<file path="src/rtl/pdm_pkg.sv">
// Shared constants and helpers for the PDM microphone receiver.
// Counts are kept at full width and only clipped when a sample is produced.
package pdm_pkg;

  localparam int DEF_CLK_DIV = 25;
  localparam int DEF_DECIM   = 256;
  localparam int DEF_OUT_W   = 8;
  localparam int DEF_STEREO  = 0;
  localparam int DEF_MIC_SEL = 0;

  // Width needed to hold a ones-count of 0..decim inclusive.
  function automatic int count_width(input int decim);
    return $clog2(decim + 1);
  endfunction

  function automatic int unsigned sat_clip(input int unsigned ones, input int out_w);
    int unsigned lim;
    lim = (out_w >= 32) ? 32'hFFFF_FFFF : ((32'd1 << out_w) - 32'd1);
    return (ones > lim) ? lim : ones;
  endfunction

endpackage

</file>
<file path="src/rtl/pdm_clk_gen.sv">
// Microphone bit-clock divider: produces mclk and one-cycle rise/fall strobes
// marking the cycles in which mclk toggles. Held at zero while en is low.
module pdm_clk_gen
  import pdm_pkg::*;
#(
  parameter int CLK_DIV = DEF_CLK_DIV
) (
  input  logic clk,
  input  logic reset,
  input  logic en,
  output logic mclk,
  output logic rise,
  output logic fall
);

  localparam int DW = (CLK_DIV > 1) ? $clog2(CLK_DIV) : 1;
  localparam logic [DW-1:0] DIV_LAST = DW'(CLK_DIV - 1);

  logic [DW-1:0] div_cnt;
  logic          wrap;

  assign wrap = en && (div_cnt == DIV_LAST);
  assign rise = wrap && !mclk;
  assign fall = wrap && mclk;

  always_ff @(posedge clk or posedge reset) begin
    if (reset) begin
      div_cnt <= '0;
      mclk    <= 1'b0;
    end else if (!en) begin
      div_cnt <= '0;
      mclk    <= 1'b0;
    end else if (wrap) begin
      div_cnt <= '0;
      mclk    <= ~mclk;
    end else begin
      div_cnt <= div_cnt + DW'(1);
    end
  end

endmodule

</file>
<file path="src/rtl/pdm_mic_rx.sv">
// PDM microphone receiver: ones-count decimation per channel with a valid/ready
// sample register and sticky overrun. Define PDM_MIC_RX_SYNC_EN to add a 2-flop micData synchroniser.
module pdm_mic_rx
  import pdm_pkg::*;
#(
  parameter int CLK_DIV = DEF_CLK_DIV,
  parameter int DECIM   = DEF_DECIM,
  parameter int OUT_W   = DEF_OUT_W,
  parameter int STEREO  = DEF_STEREO,
  parameter int MIC_SEL = DEF_MIC_SEL
) (
  input  logic             clk,
  input  logic             reset,
  input  logic             en,
  output logic             mclk,
  output logic             micLRSel,
  input  logic             micData,
  output logic [OUT_W-1:0] sample_l,
  output logic [OUT_W-1:0] sample_r,
  output logic             valid,
  input  logic             ready,
  output logic             overrun,
  input  logic             clr_overrun
);

  localparam int AW = count_width(DECIM);
  localparam int BW = $clog2(DECIM);
  localparam logic [BW-1:0] BIT_LAST = BW'(DECIM - 1);
  localparam bit IS_STEREO = (STEREO != 0);

  logic             rise;
  logic             fall;
  logic             cap_bit;
  logic [AW-1:0]    acc_l;
  logic [AW-1:0]    acc_r;
  logic [AW-1:0]    ones_l;
  logic [AW-1:0]    ones_r;
  logic [BW-1:0]    bit_cnt;
  logic             close_pend;
  logic             last_bit;
  logic             win_close;
  logic             load;
  logic             drop;
  logic [OUT_W-1:0] new_l;
  logic [OUT_W-1:0] new_r;

  assign micLRSel = (MIC_SEL != 0);

  pdm_clk_gen #(
    .CLK_DIV(CLK_DIV)
  ) u_clk_gen (
    .clk  (clk),
    .reset(reset),
    .en   (en),
    .mclk (mclk),
    .rise (rise),
    .fall (fall)
  );

`ifdef PDM_MIC_RX_SYNC_EN
  logic [1:0] sync_q;

  always_ff @(posedge clk or posedge reset) begin
    if (reset) begin
      sync_q <= '0;
    end else begin
      sync_q <= {sync_q[0], micData};
    end
  end

  assign cap_bit = sync_q[1];
`else
  assign cap_bit = micData;
`endif

  // The closing bit belongs to the closing window, so the result includes it.
  assign last_bit  = (bit_cnt == BIT_LAST);
  assign win_close = IS_STEREO ? (fall && close_pend) : (rise && last_bit);
  assign ones_l    = IS_STEREO ? acc_l : (acc_l + AW'(cap_bit));
  assign ones_r    = IS_STEREO ? (acc_r + AW'(cap_bit)) : '0;
  assign new_l     = OUT_W'(sat_clip(32'(ones_l), OUT_W));
  assign new_r     = OUT_W'(sat_clip(32'(ones_r), OUT_W));

  always_ff @(posedge clk or posedge reset) begin
    if (reset) begin
      acc_l      <= '0;
      acc_r      <= '0;
      bit_cnt    <= '0;
      close_pend <= 1'b0;
    end else if (!en) begin
      acc_l      <= '0;
      acc_r      <= '0;
      bit_cnt    <= '0;
      close_pend <= 1'b0;
    end else begin
      if (rise) begin
        bit_cnt <= last_bit ? '0 : (bit_cnt + BW'(1));
        if (last_bit && !IS_STEREO) begin
          acc_l <= '0;
        end else begin
          acc_l <= acc_l + AW'(cap_bit);
        end
        if (last_bit && IS_STEREO) begin
          close_pend <= 1'b1;
        end
      end
      // In stereo the window ends on the right capture after the last left bit.
      if (fall && IS_STEREO) begin
        if (close_pend) begin
          acc_l      <= '0;
          acc_r      <= '0;
          close_pend <= 1'b0;
        end else begin
          acc_r <= acc_r + AW'(cap_bit);
        end
      end
    end
  end

  assign load = win_close && (!valid || ready);
  assign drop = win_close && valid && !ready;

  always_ff @(posedge clk or posedge reset) begin
    if (reset) begin
      sample_l <= '0;
      sample_r <= '0;
      valid    <= 1'b0;
      overrun  <= 1'b0;
    end else begin
      if (load) begin
        sample_l <= new_l;
        sample_r <= new_r;
        valid    <= 1'b1;
      end else if (valid && ready) begin
        valid <= 1'b0;
      end
      if (drop) begin
        overrun <= 1'b1;
      end else if (clr_overrun) begin
        overrun <= 1'b0;
      end
    end
  end

endmodule

</file>
<file path="config.mk">
export PLATFORM = sky130hd
export DESIGN_NAME = pdm_mic_rx
export DESIGN_NICKNAME = d
export VERILOG_FILES = /design/src/rtl/pdm_pkg.sv /design/src/rtl/pdm_clk_gen.sv /design/src/rtl/pdm_mic_rx.sv
export SDC_FILE = /design/constraint.sdc
export NUM_CORES = 1
export LEC_CHECK = 0
export ABC_AREA = 0
export ABC_CLOCK_PERIOD_IN_PS = 3820
export CAP_MARGIN = 20
export CORE_MARGIN = 2
export CORE_UTILIZATION = 57
export DETAILED_ROUTE_END_ITERATION = 8
export GPL_TIMING_DRIVEN = 1
export HOLD_SLACK_MARGIN = 0.03
export PLACE_DENSITY = 0.92
export SETUP_SLACK_MARGIN = 0.4
export SYNTH_ARGS = -nofsm -noshare
export SYNTH_HDL_FRONTEND = slang
export SYNTH_HIERARCHICAL = 1
export SYNTH_SLANG_ARGS = --single-unit
</file>
<file path="constraint.sdc">
create_clock -name clk -period 3.82 [get_ports clk]
set_input_delay 0.764 -clock clk [delete_from_list [all_inputs] [get_ports clk]]
set_output_delay 0.764 -clock clk [all_outputs]
set_load 0.01 [all_outputs]
</file>
==> results.toml, run 1 <==
[yosys]
ys_warn_count = 6
syn_area_per_cell_um2 = 10.24
postSynthCellCount = 169
synth_area_um2 = 1730

[cells_and_area]
nets = 199
diodes = 0
layout-drive-gt1-share = 0.09574
utilization = 0.6860
syn_to_final_growth_pct = 12.15

[global_routing]
antenna_found_initial = 0
grt_usage = 0.2247
grt_max_degree = 28
overflow = 0
grt_pass1_vias = 1288
grt_first_pass_wirelength_um = 5789

[timing]
min_period_ps = 2738
relSlewSlack = 0.4832
timing.final.crit_share = 0.7168
rsz0062_at_grt = "false"
finalSetupViolCount = 0
clock.fmax_mhz = 365.2
tightest_slew_ps = 773.6
finalHoldViolCount = 0
skew_ps = 15.82
maxSlewViolCount = 0
fin_tns_setup_ps = 0

[setup_path]
worstPathRequired_ps = 4060
critPathMaxFanout = 13
rr_worst_depth = 8
end_kind = "register"
reg2reg_slack_ps = 1330
reg2reg_to = "sample_l[6]"
rr_startpoint = "u_clk_gen/div_cnt[0]"
critPathArrivalTime_ps = 2970
worstSetupPathType = "input pin to register"
crit_chain = "clkdlybuf4s50_1, nand2b_1, nor2_1, and4_1, and3_1, nand2_1, o22a_1"
critPathSlowestCell = "clkdlybuf4s50_1"
slowest_delay_ps = 680
cp-start-kind = "input pin"

[clocking]
clock_latency_ps = 350
cts_setup_buffers = 0
cts_buffers = 5
cts_tree = "built"
holdBufCountCts = 0
cts_buffer_depth = 2
htreeDepth = 2
root_buffer = "clkbuf_4"
cts_num_sinks = 33
clk_pin_slew_ps = 90
cts_resized = 0

[floorplanning]
rows = 19
start_util = 0.6117
die_h_um = 59.10
ios = 26
die_x_um = 59.10
coreArea_um2 = 2829
die-area_um2 = 3493

[power_and_ir_drop]
p_leak_nw = 0.9078
power.density_nw_per_um2 = 305.0
peakVddDrop_uv = 216.1
total_power_uw = 591.9

[worst_hold_path]
holdPathStages = 1
hold_class = "register to register"
min_to = "sample_l[7]"
holdCritStartpoint = "sample_l[7]"

[outcome]
status = "completed"

[run]
maxCapViolCount = 0

[place]
gp_congestion = 0.8800
post-dp-hpwl_um = 2482
port_buffers = 16

[drt]
routed_wl_um = 3426
drc = 0
firstDrtPassIters = 4
routed_wire_length_per_instance_um = 15.64
avgViaCountPerCell = 6.005
via_count = 1315
antenna_left = 0
drt_iter0_drc = 47
area by class of cell:
cell class,instances,area (µm²)
Fill cell,218,888.4
Sequential cell,33,825.8
Multi-Input combinational cell,125,810.8
Timing Repair Buffer,17,187.7
Clock buffer,7,55.05
Tap cell,31,38.79
Inverter,6,22.52
sequential cells by signal (all words and copies together), names as in the netlist:
signal	cells
valid	1
u_clk_gen/div_cnt	5
sample_l	8
overrun	1
u_clk_gen/mclk	1
bit_cnt	8
acc_l	9
cell usage in the layout, fill, tap and decap left out, types with 4 or more instances in the layout:
| cell type | n |
|---|---|
| xnor2_1 | 4 |
| dfrtp_1 | 33 |
| nand3_1 | 6 |
| nand2b_1 | 4 |
| nor2_1 | 12 |
| o21ai_0 | 9 |
| a31oi_2 | 4 |
| nand4_1 | 4 |
| conb_1 | 9 |
| and3_1 | 4 |
| nand2_1 | 12 |
| clkbuf_4 | 5 |
| clkdlybuf4s50_1 | 16 |
| a21oi_1 | 11 |
| ha_1 | 5 |
| xor2_1 | 5 |
| inv_1 | 6 |
stage by stage:
stage,instances,instance area [µm²],setup WS (ps),hold slack (ps)
after floorplan,177,1760,1731,466.5
after global placement,211,1858,923.6,488.6
after detailed placement,211,1858,754.0,500.2
after CTS,218,1913,1108,523.7
after global routing,219,1941,853.3,549.0
final,219,1941,1082,513.9
layer usage:
metal | share of wire | global-route usage | vias to the layer above
met3 | 0.040 | 0.05895 | 7
met1 | 0.44 | 0.2818 | 650
met5 | 0 | 0 | -
met2 | 0.51 | 0.3762 | 28
met4 | 0.015 | 0.07792 | 0
li1 | - | - | 630
worst max-delay path: cells and delay by family:
kind                   cells  cell delay (ps)
buffers and inverters      1              680
AO/OA/AOI/OAI              1              210
AND/OR/NAND/NOR            5             1320
power breakdown:
group	switching [mW]	total [mW]	internal, mW
combinational	0.0213	0.0339	0.0126
sequential	0.00298	0.355	0.352
clock	0.117	0.203	0.0868
worst max-delay path by stage:
stage / start / end / slack [ps] / cells after the start
2_1_floorplan: micData / sample_l[2] / 1730 / 7
3_3_place_gp: en / sample_l[6] / 920 / 7
3_5_place_dp: en / sample_l[6] / 750 / 7
4_1_cts: en / sample_l[6] / 1110 / 7
5_1_grt: en / sample_l[6] / 850 / 7
6_report: en / sample_l[6] / 1080 / 7
Power figures use the tool's default switching activity.
==> inputs of run 2 (changes only) <==
Settings changed: ABC_CLOCK_PERIOD_IN_PS 3820 to 2250, CORE_UTILIZATION 57 to 48, PLACE_DENSITY 0.92 to 0.84.
Clock period 3.82 ns to 2.25 ns, I/O delays scaled along.
==> run 2 against run 1 <==
  * Non-clock buffer count is 17 higher
  * Clock skew is 1.7 ps lower
  * Sequential power is 69% higher
  * Clock power grew 130%
  * Critical path depth up 1
  * Design area is 12% higher
==> results.toml, run 2 (synthesis gave the netlist of run 1 again) <==
[place]
placed_cells = 232
gp_congestion = 0.8290
port_buffers = 16
post-dp-hpwl_um = 2325

[cells_and_area]
final_common_cell = "dfrtp_1"
final_cell_mix = "33 x dfrtp_1, 18 x buf_4, 16 x clkdlybuf4s50_1, 11 x nand2_1, 11 x nor2_1"
stdcell_count = 252
diodes = 0
syn_to_final_growth_pct = 25.52
regMostFlops = "acc_l"
layout-drive-gt1-share = 0.2379
n_fill_cell = 252
nets = 216
largest_reg_flops = 9
largestRegisters = "acc_l (9), bit_cnt (8), sample_l (8)"

[drt]
via_count = 1379
routed_wire_length_per_instance_um = 14.19
firstDrtPassIters = 4
routed_wl_um = 3577
antenna_left = 0
avgViaCountPerCell = 5.472
drt_iter0_drc = 103
drc = 0

[timing]
finalSetupViolCount = 0
finalHoldViolCount = 0
skew_ps = 14.15
tightest_slew_ps = 605.9
clock.fmax_mhz = 517.2
timing.final.crit_share = 0.8593
maxSlewViolCount = 0
relSlewSlack = 0.5943
holdWs_ps = 359.5
fin_tns_setup_ps = 0
min_period_ps = 1933
rsz0062_at_grt = "true"

[setup_path]
critPathArrivalTime_ps = 2210
rr_worst_depth = 8
reg2reg_slack_ps = 320
worstSetupPathType = "register to register"
reg2reg_to = "bit_cnt[7]"
cp-start-kind = "register"
end_kind = "register"
worstPathRequired_ps = 2520
critPathMaxFanout = 3
rr_startpoint = "u_clk_gen/div_cnt[0]"

[global_routing]
grt_max_degree = 28
grt_first_pass_wirelength_um = 5940
overflow = 0
grt_usage = 0.1886
antenna_found_initial = 0
grt_pass1_vias = 1280

[clocking]
clk_pin_slew_ps = 110
cts_num_sinks = 33
clock_latency_ps = 330
root_buffer = "clkbuf_4"
cts_tree = "built"
htreeDepth = 2
cts_buffers = 5
cts_buffer_depth = 2

[floorplanning]
die_h_um = 64.04
die_x_um = 64.04
rows = 21
ios = 26
die-area_um2 = 4101
coreArea_um2 = 3390
start_util = 0.5105

[power_and_ir_drop]
clkPwrFrac = 0.409
combPwrFrac = 0.064
p_int_uw = 892.7
p_leak_nw = 0.9924
power_frac_seq = 0.527
peakVddDrop_uv = 311.3
total_power_mw = 1.141
net-switching-power_uw = 248.4
swShare = 0.2177
power.density_nw_per_um2 = 525.3

[run]
maxCapViolCount = 0

[outcome]
status = "completed"

[worst_hold_path]
hold_class = "input pin to asynchronous set/reset pin"
run 2: per-layer routing:
layer  GRT usage  up-vias  part of all wire
li1            -      666                 -
met1      0.2448      661              0.44
met2      0.2917       42              0.49
met3     0.04930       10             0.047
met4     0.09239        0             0.027
met5           0        -                 0
run 2: cell type report:
cell class / count / area (µm²) / area share
Sequential cell: 33 / 825.8 / 0.3802
Inverter: 6 / 22.52 / 0.01037
Tap cell: 46 / 57.56 / 0.02650
Timing Repair Buffer: 34 / 295.3 / 0.1359
Clock inverter: 1 / 30.03 / 0.01382
Clock buffer: 7 / 55.05 / 0.02535
Multi-Input combinational cell: 125 / 885.9 / 0.4078
run 2: power by group through the flow:
stage | clock [mW] | combinational [mW] | sequential (mW)
after floorplan | 0 | 0.0452 | 0.612
final | 0.467 | 0.0726 | 0.601
after global placement | 0 | 0.0545 | 0.613
after detailed placement | 0 | 0.0558 | 0.613
after global routing | 0.496 | 0.0825 | 0.602
after CTS | 0.472 | 0.0635 | 0.600
run 2: critical path, stage by stage (launching register included):
cell,delay [ps]
dfrtp_1,410
inv_2,80
ha_4,120
nand4b_1,150
nor2_2,180
nand2b_4,170
nand4_4,70
or4_4,540
a21oi_2,150
run 2: what timing repair did:
item,in CTS,in global routing
gates cloned,0,0
buffers inserted,6,6
gates resized for setup,4,13
pin swaps,2,7
hold buffers,0,0
setup endpoints to repair,18,19
run 2: metrics by stage:
stage          utilization  setup WS, ps  area (µm²)
3_3_place_gp        0.5725         80.91        1941
5_1_grt             0.6408         250.5        2172
3_5_place_dp        0.5725         33.47        1941
6_report            0.6408         316.6        2172
4_1_cts             0.6146         379.0        2083
2_1_floorplan            -         400.0        1779
run 2: how the worst max path moves through the flow:
stage | start | cells after the start | to
after floorplan | u_clk_gen/div_cnt[0] | 8 | bit_cnt[7]
after global placement | micData | 7 | sample_l[5]
after detailed placement | micData | 7 | sample_l[4]
after CTS | u_clk_gen/div_cnt[0] | 8 | bit_cnt[7]
after global routing | u_clk_gen/div_cnt[0] | 8 | bit_cnt[7]
final | u_clk_gen/div_cnt[0] | 8 | bit_cnt[7]
==> inputs of run 3 (changes only) <==
Settings changed: GPL_TIMING_DRIVEN 1 to unset.
==> results of run 3 <==
The final DEF is identical to that of run 2; final timing and power are the same.
